**config.mk**
```make
export PLATFORM = sky130hd
export DESIGN_NAME = hispi_lane_calib_ctrl
export DESIGN_NICKNAME = d
export VERILOG_FILES = /design/src/rtl/hispi_calib_pkg.sv /design/src/rtl/hispi_calib_window.sv /design/src/rtl/hispi_lane_calib_ctrl.sv
export SDC_FILE = /design/constraint.sdc
export NUM_CORES = 1
export LEC_CHECK = 0
export CAP_MARGIN = 0
export CORE_MARGIN = 3
export CORE_UTILIZATION = 56
export CTS_CLUSTER_SIZE = 12
export DETAILED_ROUTE_END_ITERATION = 6
export HOLD_SLACK_MARGIN = 0.06
export PLACE_DENSITY = 0.8
export REMOVE_ABC_BUFFERS = 1
export SETUP_SLACK_MARGIN = 0.4
export SYNTH_ARGS = -nofsm -noshare
export SYNTH_HDL_FRONTEND = slang
export SYNTH_SLANG_ARGS = --single-unit
```
**constraint.sdc**
```tcl
create_clock -name sysclk -period 3.4 [get_ports sysclk]
set_input_delay 0.68 -clock sysclk [delete_from_list [all_inputs] [get_ports sysclk]]
set_output_delay 0.68 -clock sysclk [all_outputs]
set_load 0.1 [all_outputs]
```
**src/rtl/hispi_calib_pkg.sv**
```systemverilog
// -----------------------------------------------------------------------------
// hispi_calib_pkg
// Shared types and helpers for the HiSPi lane calibration sequencer.
//   - calib_state_t : sequencer state encoding (explicit, legacy-compatible codes)
//   - calc_center   : window-centre tap from (start, length)
//   - DEF_*         : default parameter values
// -----------------------------------------------------------------------------
package hispi_calib_pkg;

    localparam int unsigned DEF_NUMB_LANE     = 6;
    localparam int unsigned DEF_TAP_WIDTH     = 5;
    localparam int unsigned DEF_SETTLE_CYCLES = 8;
    localparam int unsigned DEF_SAMPLE_CYCLES = 16;
    localparam int unsigned DEF_MIN_WINDOW    = 4;

    typedef enum logic [2:0] {
        StIdle   = 3'd0,
        StLoad   = 3'd1,
        StSettle = 3'd2,
        StSample = 3'd3,
        StEval   = 3'd4,
        StCenter = 3'd5,
        StNext   = 3'd6,
        StDone   = 3'd7
    } calib_state_t;

    // Caller truncates the result to its tap width.
    function automatic int unsigned calc_center(input int unsigned start,
                                                input int unsigned len);
        return start + (len >> 1);
    endfunction

endpackage

```
**src/rtl/hispi_calib_window.sv**
```systemverilog
// -----------------------------------------------------------------------------
// hispi_calib_window
// Tracks the longest contiguous run of passing taps during one lane's sweep.
// Ports:
//   clk, rst    clock / asynchronous active-high reset
//   clear       drop current and best windows
//   valid       one tap result is presented this cycle
//   pass        tap result (1 = pass)
//   last        this is the top tap; the open window closes here (no wrap)
//   tap         tap index the result belongs to
//   best_start  first tap of the best window so far
//   best_len    length of the best window (TAP_WIDTH+1 bits, never overflows)
// -----------------------------------------------------------------------------
module hispi_calib_window #(
    parameter int unsigned TAP_WIDTH = 5
) (
    input  logic                 clk,
    input  logic                 rst,
    input  logic                 clear,
    input  logic                 valid,
    input  logic                 pass,
    input  logic                 last,
    input  logic [TAP_WIDTH-1:0] tap,
    output logic [TAP_WIDTH-1:0] best_start,
    output logic [TAP_WIDTH:0]   best_len
);

    logic [TAP_WIDTH-1:0] cur_start;
    logic [TAP_WIDTH:0]   cur_len;
    logic [TAP_WIDTH-1:0] nxt_start;
    logic [TAP_WIDTH:0]   nxt_len;
    logic                 close_win;

    // Window state including the current tap; the compare on close uses it so
    // a run ending at the top tap is counted in full.
    always_comb begin
        nxt_start = cur_start;
        nxt_len   = cur_len;
        if (pass) begin
            if (cur_len == '0) begin
                nxt_start = tap;
            end
            nxt_len = cur_len + (TAP_WIDTH+1)'(1);
        end
        close_win = !pass || last;
    end

    always_ff @(posedge clk or posedge rst) begin
        if (rst) begin
            cur_start  <= '0;
            cur_len    <= '0;
            best_start <= '0;
            best_len   <= '0;
        end else if (clear) begin
            cur_start  <= '0;
            cur_len    <= '0;
            best_start <= '0;
            best_len   <= '0;
        end else if (valid) begin
            if (close_win) begin
                // Strict compare: on a tie the earlier window is kept.
                if (nxt_len > best_len) begin
                    best_start <= nxt_start;
                    best_len   <= nxt_len;
                end
                cur_len <= '0;
            end else begin
                cur_start <= nxt_start;
                cur_len   <= nxt_len;
            end
        end
    end

endmodule

```
**src/rtl/hispi_lane_calib_ctrl.sv**
```systemverilog
// -----------------------------------------------------------------------------
// hispi_lane_calib_ctrl
// Per-lane bit-alignment sequencer for the HiSPi receive datapath. Sweeps each
// lane's input-delay tap, settles, samples pattern_ok, finds the longest
// passing window and loads its centre tap.
// Ports:
//   sysclk, sysrst  clock / asynchronous active-high reset
//   start           one-cycle pulse, calibrate all lanes (ignored while busy)
//   abort           level, stop and return to idle without a done pulse
//   pattern_ok      per-lane training-pattern match
//   tap_value       per-lane tap, lane i at [i*TAP_WIDTH +: TAP_WIDTH]
//   tap_load        per-lane one-cycle load strobe aligned with tap_value
//   busy            calibration in progress
//   done            one-cycle completion pulse
//   lane_fail       sticky per-lane failure, cleared on start
//   eye_width       per-lane best window length (only with HISPI_CALIB_EYE_EN)
// Optional feature macro: HISPI_CALIB_EYE_EN
// -----------------------------------------------------------------------------
module hispi_lane_calib_ctrl
    import hispi_calib_pkg::*;
#(
    parameter int unsigned NUMB_LANE     = DEF_NUMB_LANE,
    parameter int unsigned TAP_WIDTH     = DEF_TAP_WIDTH,
    parameter int unsigned SETTLE_CYCLES = DEF_SETTLE_CYCLES,
    parameter int unsigned SAMPLE_CYCLES = DEF_SAMPLE_CYCLES,
    parameter int unsigned MIN_WINDOW    = DEF_MIN_WINDOW
) (
    input  logic                           sysclk,
    input  logic                           sysrst,
    input  logic                           start,
    input  logic                           abort,
    input  logic [NUMB_LANE-1:0]           pattern_ok,
    output logic [NUMB_LANE*TAP_WIDTH-1:0] tap_value,
    output logic [NUMB_LANE-1:0]           tap_load,
    output logic                           busy,
    output logic                           done,
    output logic [NUMB_LANE-1:0]           lane_fail
`ifdef HISPI_CALIB_EYE_EN
    ,
    output logic [NUMB_LANE*(TAP_WIDTH+1)-1:0] eye_width
`endif
);

    localparam int unsigned LANE_W  = (NUMB_LANE > 1) ? $clog2(NUMB_LANE) : 1;
    localparam int unsigned CNT_MAX = (SETTLE_CYCLES > SAMPLE_CYCLES) ? SETTLE_CYCLES
                                                                      : SAMPLE_CYCLES;
    localparam int unsigned CNT_W   = (CNT_MAX > 1) ? $clog2(CNT_MAX) : 1;

    localparam logic [TAP_WIDTH-1:0] TAP_MAX     = '1;
    localparam logic [LANE_W-1:0]    LANE_LAST   = LANE_W'(NUMB_LANE - 1);
    localparam logic [CNT_W-1:0]     SETTLE_LAST = CNT_W'(SETTLE_CYCLES - 1);
    localparam logic [CNT_W-1:0]     SAMPLE_LAST = CNT_W'(SAMPLE_CYCLES - 1);
    localparam logic [TAP_WIDTH:0]   MIN_LEN     = (TAP_WIDTH+1)'(MIN_WINDOW);

    calib_state_t         state;
    logic [LANE_W-1:0]    lane;
    logic [TAP_WIDTH-1:0] tap;
    logic [CNT_W-1:0]     cnt;
    logic                 pat_acc;

    logic                 win_clear;
    logic                 win_valid;
    logic                 win_last;
    logic [TAP_WIDTH-1:0] best_start;
    logic [TAP_WIDTH:0]   best_len;

    logic                 lane_ok;
    logic                 window_good;
    int unsigned          center;
    logic [TAP_WIDTH-1:0] final_tap;
    logic                 start_ok;

    always_comb begin
        lane_ok     = pattern_ok[lane];
        start_ok    = (state == StIdle) && start && !abort;
        win_clear   = start_ok || ((state == StNext) && !abort);
        win_valid   = (state == StEval) && !abort;
        win_last    = (tap == TAP_MAX);
        window_good = (best_len >= MIN_LEN);
        center      = calc_center(32'(best_start), 32'(best_len));
        final_tap   = window_good ? TAP_WIDTH'(center) : '0;
    end

    hispi_calib_window #(
        .TAP_WIDTH (TAP_WIDTH)
    ) u_window (
        .clk        (sysclk),
        .rst        (sysrst),
        .clear      (win_clear),
        .valid      (win_valid),
        .pass       (pat_acc),
        .last       (win_last),
        .tap        (tap),
        .best_start (best_start),
        .best_len   (best_len)
    );

    always_ff @(posedge sysclk or posedge sysrst) begin
        if (sysrst) begin
            state     <= StIdle;
            lane      <= '0;
            tap       <= '0;
            cnt       <= '0;
            pat_acc   <= 1'b0;
            tap_value <= '0;
            tap_load  <= '0;
            busy      <= 1'b0;
            done      <= 1'b0;
            lane_fail <= '0;
`ifdef HISPI_CALIB_EYE_EN
            eye_width <= '0;
`endif
        end else begin
            tap_load <= '0;
            done     <= 1'b0;
            if ((state != StIdle) && abort) begin
                // Committed taps and lane_fail are left as they are.
                state <= StIdle;
                busy  <= 1'b0;
            end else begin
                case (state)
                    StIdle: begin
                        if (start_ok) begin
                            state     <= StLoad;
                            lane      <= '0;
                            tap       <= '0;
                            cnt       <= '0;
                            lane_fail <= '0;
                            busy      <= 1'b1;
`ifdef HISPI_CALIB_EYE_EN
                            eye_width <= '0;
`endif
                        end
                    end
                    StLoad: begin
                        tap_value[lane*TAP_WIDTH +: TAP_WIDTH] <= tap;
                        tap_load[lane] <= 1'b1;
                        cnt            <= '0;
                        state          <= StSettle;
                    end
                    StSettle: begin
                        if (cnt == SETTLE_LAST) begin
                            cnt     <= '0;
                            pat_acc <= 1'b1;
                            state   <= StSample;
                        end else begin
                            cnt <= cnt + CNT_W'(1);
                        end
                    end
                    StSample: begin
                        // Fixed-length sample; one low cycle fails the tap.
                        pat_acc <= pat_acc & lane_ok;
                        if (cnt == SAMPLE_LAST) begin
                            cnt   <= '0;
                            state <= StEval;
                        end else begin
                            cnt <= cnt + CNT_W'(1);
                        end
                    end
                    StEval: begin
                        if (tap == TAP_MAX) begin
                            state <= StCenter;
                        end else begin
                            tap   <= tap + TAP_WIDTH'(1);
                            state <= StLoad;
                        end
                    end
                    StCenter: begin
                        tap_value[lane*TAP_WIDTH +: TAP_WIDTH] <= final_tap;
                        tap_load[lane] <= 1'b1;
                        if (!window_good) begin
                            lane_fail[lane] <= 1'b1;
                        end
`ifdef HISPI_CALIB_EYE_EN
                        eye_width[lane*(TAP_WIDTH+1) +: (TAP_WIDTH+1)] <= best_len;
`endif
                        state <= StNext;
                    end
                    StNext: begin
                        tap <= '0;
                        if (lane == LANE_LAST) begin
                            state <= StDone;
                        end else begin
                            lane  <= lane + LANE_W'(1);
                            state <= StLoad;
                        end
                    end
                    StDone: begin
                        done  <= 1'b1;
                        busy  <= 1'b0;
                        state <= StIdle;
                    end
                    default: begin
                        state <= StIdle;
                    end
                endcase
            end
        end
    end

endmodule

```
Word-level counts from Yosys, hierarchy flattened --
Index checks and enable logic that the tools add are counted.
Word-level totals: input bits 10, bits in registers 82, logic and storage cells 139
Cells by class: add/sub/neg operators 6, muxes and demuxes 54, shift-type cells 3, reductions and logical operators 34, equality and inequality tests 20, order comparisons 4, bitwise logic cells 3, multipliers 1
Operator list (number):
- two-way mux 6 bit | 12
- variable part select 5 x 34 -> 30 bit | 2
- bitwise mux 30 bit | 2
- two-way mux 5 bit | 12
- case mux 30 bit (2 select lines) | 1
- negator 6 -> 34 bit | 1
- variable shift 5 x 34 -> 30 bit, first input constant | 1
- two-way mux 3 bit | 8
- case mux 3 bit (8 select lines) | 1
- case mux 4 bit (4 select lines) | 1
- == test 3 bit, second input constant | 5
- case mux 5 bit (3 select lines) | 1
- nonzero test 2 bit | 7
- two-way mux 4 bit | 3
- case mux 6 bit (2 select lines) | 1
- AND reduction 3 bit | 4
- AND reduction 4 bit | 3
- inequality test 2 bit, second input constant | 5
- nonzero test 3 bit | 3
- two-way mux 1 bit | 7
- adder 6 x 1 -> 6 bit, second input constant | 1
- == test 3 x 2 -> 1 bit, second input constant | 2
- greater-or-equal comparator 6 x 3 -> 1 bit, second input constant | 1
- > comparator 6 bit | 1
- other kinds (29) | 40

Depth between registers and ports, before layout --
depth in word-level cells 7, depth in mapped cells 11, gate-level depth less buffers 9

Modules after synthesis --
From an unflattened synthesis, not the netlist that was laid out.
Unflattened totals: cells, all modules 449, area, all modules 4349.2 um^2
Modules (own cells, without submodules):
- hispi_lane_calib_ctrl | sequential area each 1501.4 um^2, cells each 302, area each 2966.6 um^2, instances 1
- hispi_calib_window | sequential area each 550.5 um^2, cells each 147, area each 1382.6 um^2, instances 1

Worst setup path before layout --
No wires, ideal clock.
kind register to register, start register lane[1], end register tap_value[20], setup time 125 ps, setup slack 1060 ps, clock period less this slack 2340 ps, stages on the path, launching flop included 7, arrival 2214 ps, path buffers 1, required time 3275 ps, cells stage by stage dfrtp_1 > clkbuf_1 > inv_1 > ha_1 > or3b_2 > a211oi_4 > mux2_2
Between the ends: longest elaborated chain between the ends 5
Ends and longest elaborated chain:
- from (decl) | RTL line hispi_lane_calib_ctrl.sv:56 | logic [LANE_W-1:0] lane;
- from (signal assigned) | RTL line hispi_lane_calib_ctrl.sv:184 | lane <= lane + LANE_W'(1);
- multiplier 3 x 3 -> 6 bit * | RTL line hispi_lane_calib_ctrl.sv:136, hispi_lane_calib_ctrl.sv:169
- negator 6 -> 34 bit * | RTL line hispi_lane_calib_ctrl.sv:136, hispi_lane_calib_ctrl.sv:169
- variable part select 5 x 34 -> 30 bit, or another cell as far along | RTL line hispi_lane_calib_ctrl.sv:169 | tap_value[lane*TAP_WIDTH +: TAP_WIDTH] <= final_tap;
- bitwise mux 30 bit (on tied branches) | RTL line hispi_lane_calib_ctrl.sv:169, hispi_lane_calib_ctrl.sv:136
- case mux 30 bit (2 select lines) * | RTL line hispi_lane_calib_ctrl.sv:121 | case (state)
- to (signal, indexed assignment) | RTL line hispi_lane_calib_ctrl.sv:136 | tap_value[lane*TAP_WIDTH +: TAP_WIDTH] <= tap;
- to (signal, indexed assignment) | RTL line hispi_lane_calib_ctrl.sv:169
- to (decl) | RTL line hispi_lane_calib_ctrl.sv:33 | output logic [NUMB_LANE*TAP_WIDTH-1:0] tap_value,
Mark *: on every way between the ends. The rest lies on a longest branch, timed or not. A chain may end at the register's enable or synchronous reset.

Final worst setup path --
start register u_window.cur_len[0], end register u_window.best_len[3]
Between the ends: longest elaborated chain between the ends 6
Ends and longest elaborated chain:
- from (decl) | RTL line hispi_calib_window.sv:29 | logic [TAP_WIDTH:0] cur_len;
- from (signal assigned) | RTL line hispi_calib_window.sv:69 | cur_len <= nxt_len;
- adder 6 x 1 -> 6 bit | RTL line hispi_calib_window.sv:43 | nxt_len = cur_len + (TAP_WIDTH+1)'(1);
- two-way mux 6 bit * | RTL line hispi_calib_window.sv:39 | if (pass) begin
- branches (longest 4 deep; another with > comparator 6 bit)
- to (signal assigned) | RTL line hispi_calib_window.sv:64 | best_len <= nxt_len;
- to (decl) | RTL line hispi_calib_window.sv:25 | output logic [TAP_WIDTH:0] best_len
Mark *: on every way between the ends. The select of a mux whose other input is x is not followed.

==> impl_metrics.ini <==
[run_status]
outcome = finished, final reports clean

[pwr]
p_int_mw = 1.54
leakagePower_nw = 2.46
combinationalPowerShare_pct = 27.2
power.density_mw_per_mm2 = 456
ir_worst_vdd_mv = 0.262
power.clock.fraction_pct = 26.5
seqPwrFrac_pct = 46.4
switching_power_mw = 0.843
swShare_pct = 35.4
power.total_mw = 2.38

[sta]
fmax_mhz = 369
rsz0062_at_grt = false
min_period_ns = 2.71
slew_headroom_pct = 34.0
holdWs_ns = 0.495
drv_slew = 0
fin_setup_tns_ns = 0
period_share_pct = 79.7
setup_viol = 0
finalHoldViolCount = 0
worst_pin_slew_ns = 0.986
clock_skew_ns = 0.00908

[layout]
final_cell_mix = dfrtp_1, nand2_1, clkdlybuf4s50_1, nor2_1
syn2layout_area_growth_pct = 16.9
fillers = 591
final_common_cell = dfrtp_1
drive_above_1_share_pct = 12.1
fin_area_mm2 = 0.00523
seq_area_mm2 = 0.00205
finalNetCount = 523
multi_input_area_mm2 = 0.00223
antenna_cells = 0

[floorplanning]
io_pins = 54
start_util_pct = 59.8
fp.dieH_um = 95.4
rows = 31
die_area_mm2 = 0.00910
dieWidth_um = 95.4
core_area_mm2 = 0.00749

[logic_synthesis]
synth-edff-count = 0
postSynthCellCount = 442
async_reset_ff_share_pct = 100
synth.distinct_cells = 63
synth.avg_cell_area_um2 = 10.1
synth_warnings = 0
syn_area_mm2 = 0.00447
synth-seq-area-share_pct = 45.9
synth_flop_cell = dfrtp_1
ys_ff_latch = 82

[critical_path]
r2r-start = u_window.cur_len[0]$_DFFE_PP0P_
cp_cell_sequence = ha_1 -> nand4_1 -> xor2_1 -> inv_1 -> ha_1 -> nand4_1 -> o211ai_1 -> a31o_2 -> mux2_2
crit_path_start = u_window.cur_len[0]$_DFFE_PP0P_
worstPathArrival_ns = 2.95
worstSetupPathType = reg -> reg
ff2ff_path_depth = 9
reg2reg_slack_ns = 0.69
r2r-end = u_window.best_len[3]$_DFFE_PP0P_
worst_path_max_delay_cell = dfrtp_1
end_kind = register
cp.buffers_inverters = 1
required_ns = 3.64
slowest_delay_ns = 0.46
worstPathMaxFanout = 11
path_delay_family = compound AO/OA/AOI/OAI gates
start_kind = register

[cts]
cts.sinks = 82
cts.repair.resized = 0
cts_made_buffers = 9
hold_buffers = 0
cts_root_buffer = clkbuf_8
clock_path_buffers = 2
post-cts-setup-buffers = 0
clk_pin_slew_ns = 0.08
clkLatencyLatePin_ns = 0.36
cts_tree = yes
htree_levels = 3

[grt]
grt_first_pass_wirelength_mm = 16.6
grt_overflow = 0
grt_usage_pct = 23.6
grt_start_max_net_pins = 45
antenna_found_initial = 0
grt_pass1_vias = 3384

[routing]
vias_per_cell = 5.92
wire_per_inst_um = 16.4
drc = 0
first_pass_iters = 4
routed-via-count = 3526
antenna_left = 0
wl_mm = 9.79
drt-initial-drc-count = 170

[placed_design]
hpwl_mm = 7.28
gp_congestion = 0.885
port_buffers = 53
placed_cell_area_mm2 = 0.00505

[flow_run]
cap_violations = 0

[worst_hold_path]
holdPathEnd = tap_value[27]$_DFFE_PP0P_
hp-class = reg -> reg
hold_depth = 2
hold_start = tap_value[27]$_DFFE_PP0P_
area by class of cell:
type | count | area share, %
inverter | 25 | 1.82
tap | 99 | 2.37
clock inverter | 4 | 0.527
multi-input combinational | 315 | 42.6
clock buffer | 12 | 2.78
sequential | 82 | 39.3
timing repair buffer | 59 | 10.6
cells in the mapped netlist, types with 12 or more instances:
cell type / instances / share of area (%)
dfrtp_1: 82 / 46
nand2_1: 41 / 3.4
nor2_1: 28 / 2.3
a21oi_1: 25 / 2.8
inv_1: 25 / 2.1
mux2i_1: 25 / 5.6
ha_1: 20 / 5.6
o21ai_0: 18 / 2.0
mux2_2: 15 / 3.8
nand3_1: 14 / 1.6
o31ai_1: 12 / 2.0
worst max path at each step:
stage | end | slack (ns) | cells past startpoint
global route | u_window.best_len[3]$_DFFE_PP0P_ | 0.54 | 9
finish | u_window.best_len[3]$_DFFE_PP0P_ | 0.69 | 9
CTS | u_window.best_len[3]$_DFFE_PP0P_ | 0.70 | 9
detailed placement | tap_value[1]$_DFFE_PP0P_ | 0.60 | 4
floorplan | busy$_DFFE_PP0P_ | 0.61 | 1
global placement | tap_value[3]$_DFFE_PP0P_ | 0.69 | 4
power by group through the flow:
stage                     sequential (mW)  clock (mW)  combinational [mW]
after floorplan                      1.25           0               0.343
after global placement               1.12           0               0.622
after detailed placement             1.12           0               0.645
after CTS                            1.10       0.642               0.648
after global routing                 1.12       0.682               0.705
final                                1.10       0.630               0.647
routing by layer:
layer / vias to the layer above / wire, um / part of all wire, % / GRT usage (%)
li1: 1675 / - / - / -
met1: 1739 / 4330 / 44 / 32.7
met2: 96 / 4790 / 49 / 37.1
met3: 16 / 522 / 5.3 / 4.58
met4: 0 / 150 / 1.5 / 8.18
met5: - / 0 / 0 / 0
cells by family after synthesis:
group / count (synthesis) / synth area share [%]
simple gates: 147 / 17.5
fa+ha+maj: 21 / 6.04
flops: 82 / 45.9
compound gates: 95 / 14.5
buf+inv: 45 / 4.31
xor+xnor: 12 / 2.35
mux: 40 / 9.37
sequential cells by signal, indices dropped and copies added, names as in the netlist, 4 cells and up:
| signal | cells |
|---|---|
| tap_value | 30 |
| lane_fail | 6 |
| tap_load | 6 |
| u_window.best_len | 6 |
| u_window.cur_len | 6 |
| tap | 5 |
| u_window.best_start | 5 |
| u_window.cur_start | 5 |
| cnt | 4 |
tightest hold or removal path, stage by stage, from the launching register on:
cell and delay, ns:
dfrtp_1 0.35, nand2_1 0.05, o31ai_1 0.06
stage by stage:
| stage | instances | util (%) | setup slack [ns] |
|---|---|---|---|
| after CTS | 596 | 69.8 | 0.704 |
| final | 596 | 69.8 | 0.689 |
| after floorplan | 422 | - | 0.612 |
| after global placement | 580 | 67.5 | 0.694 |
| after global routing | 596 | 69.8 | 0.542 |
| after detailed placement | 580 | 67.5 | 0.602 |
Power figures use the tool's default switching activity.
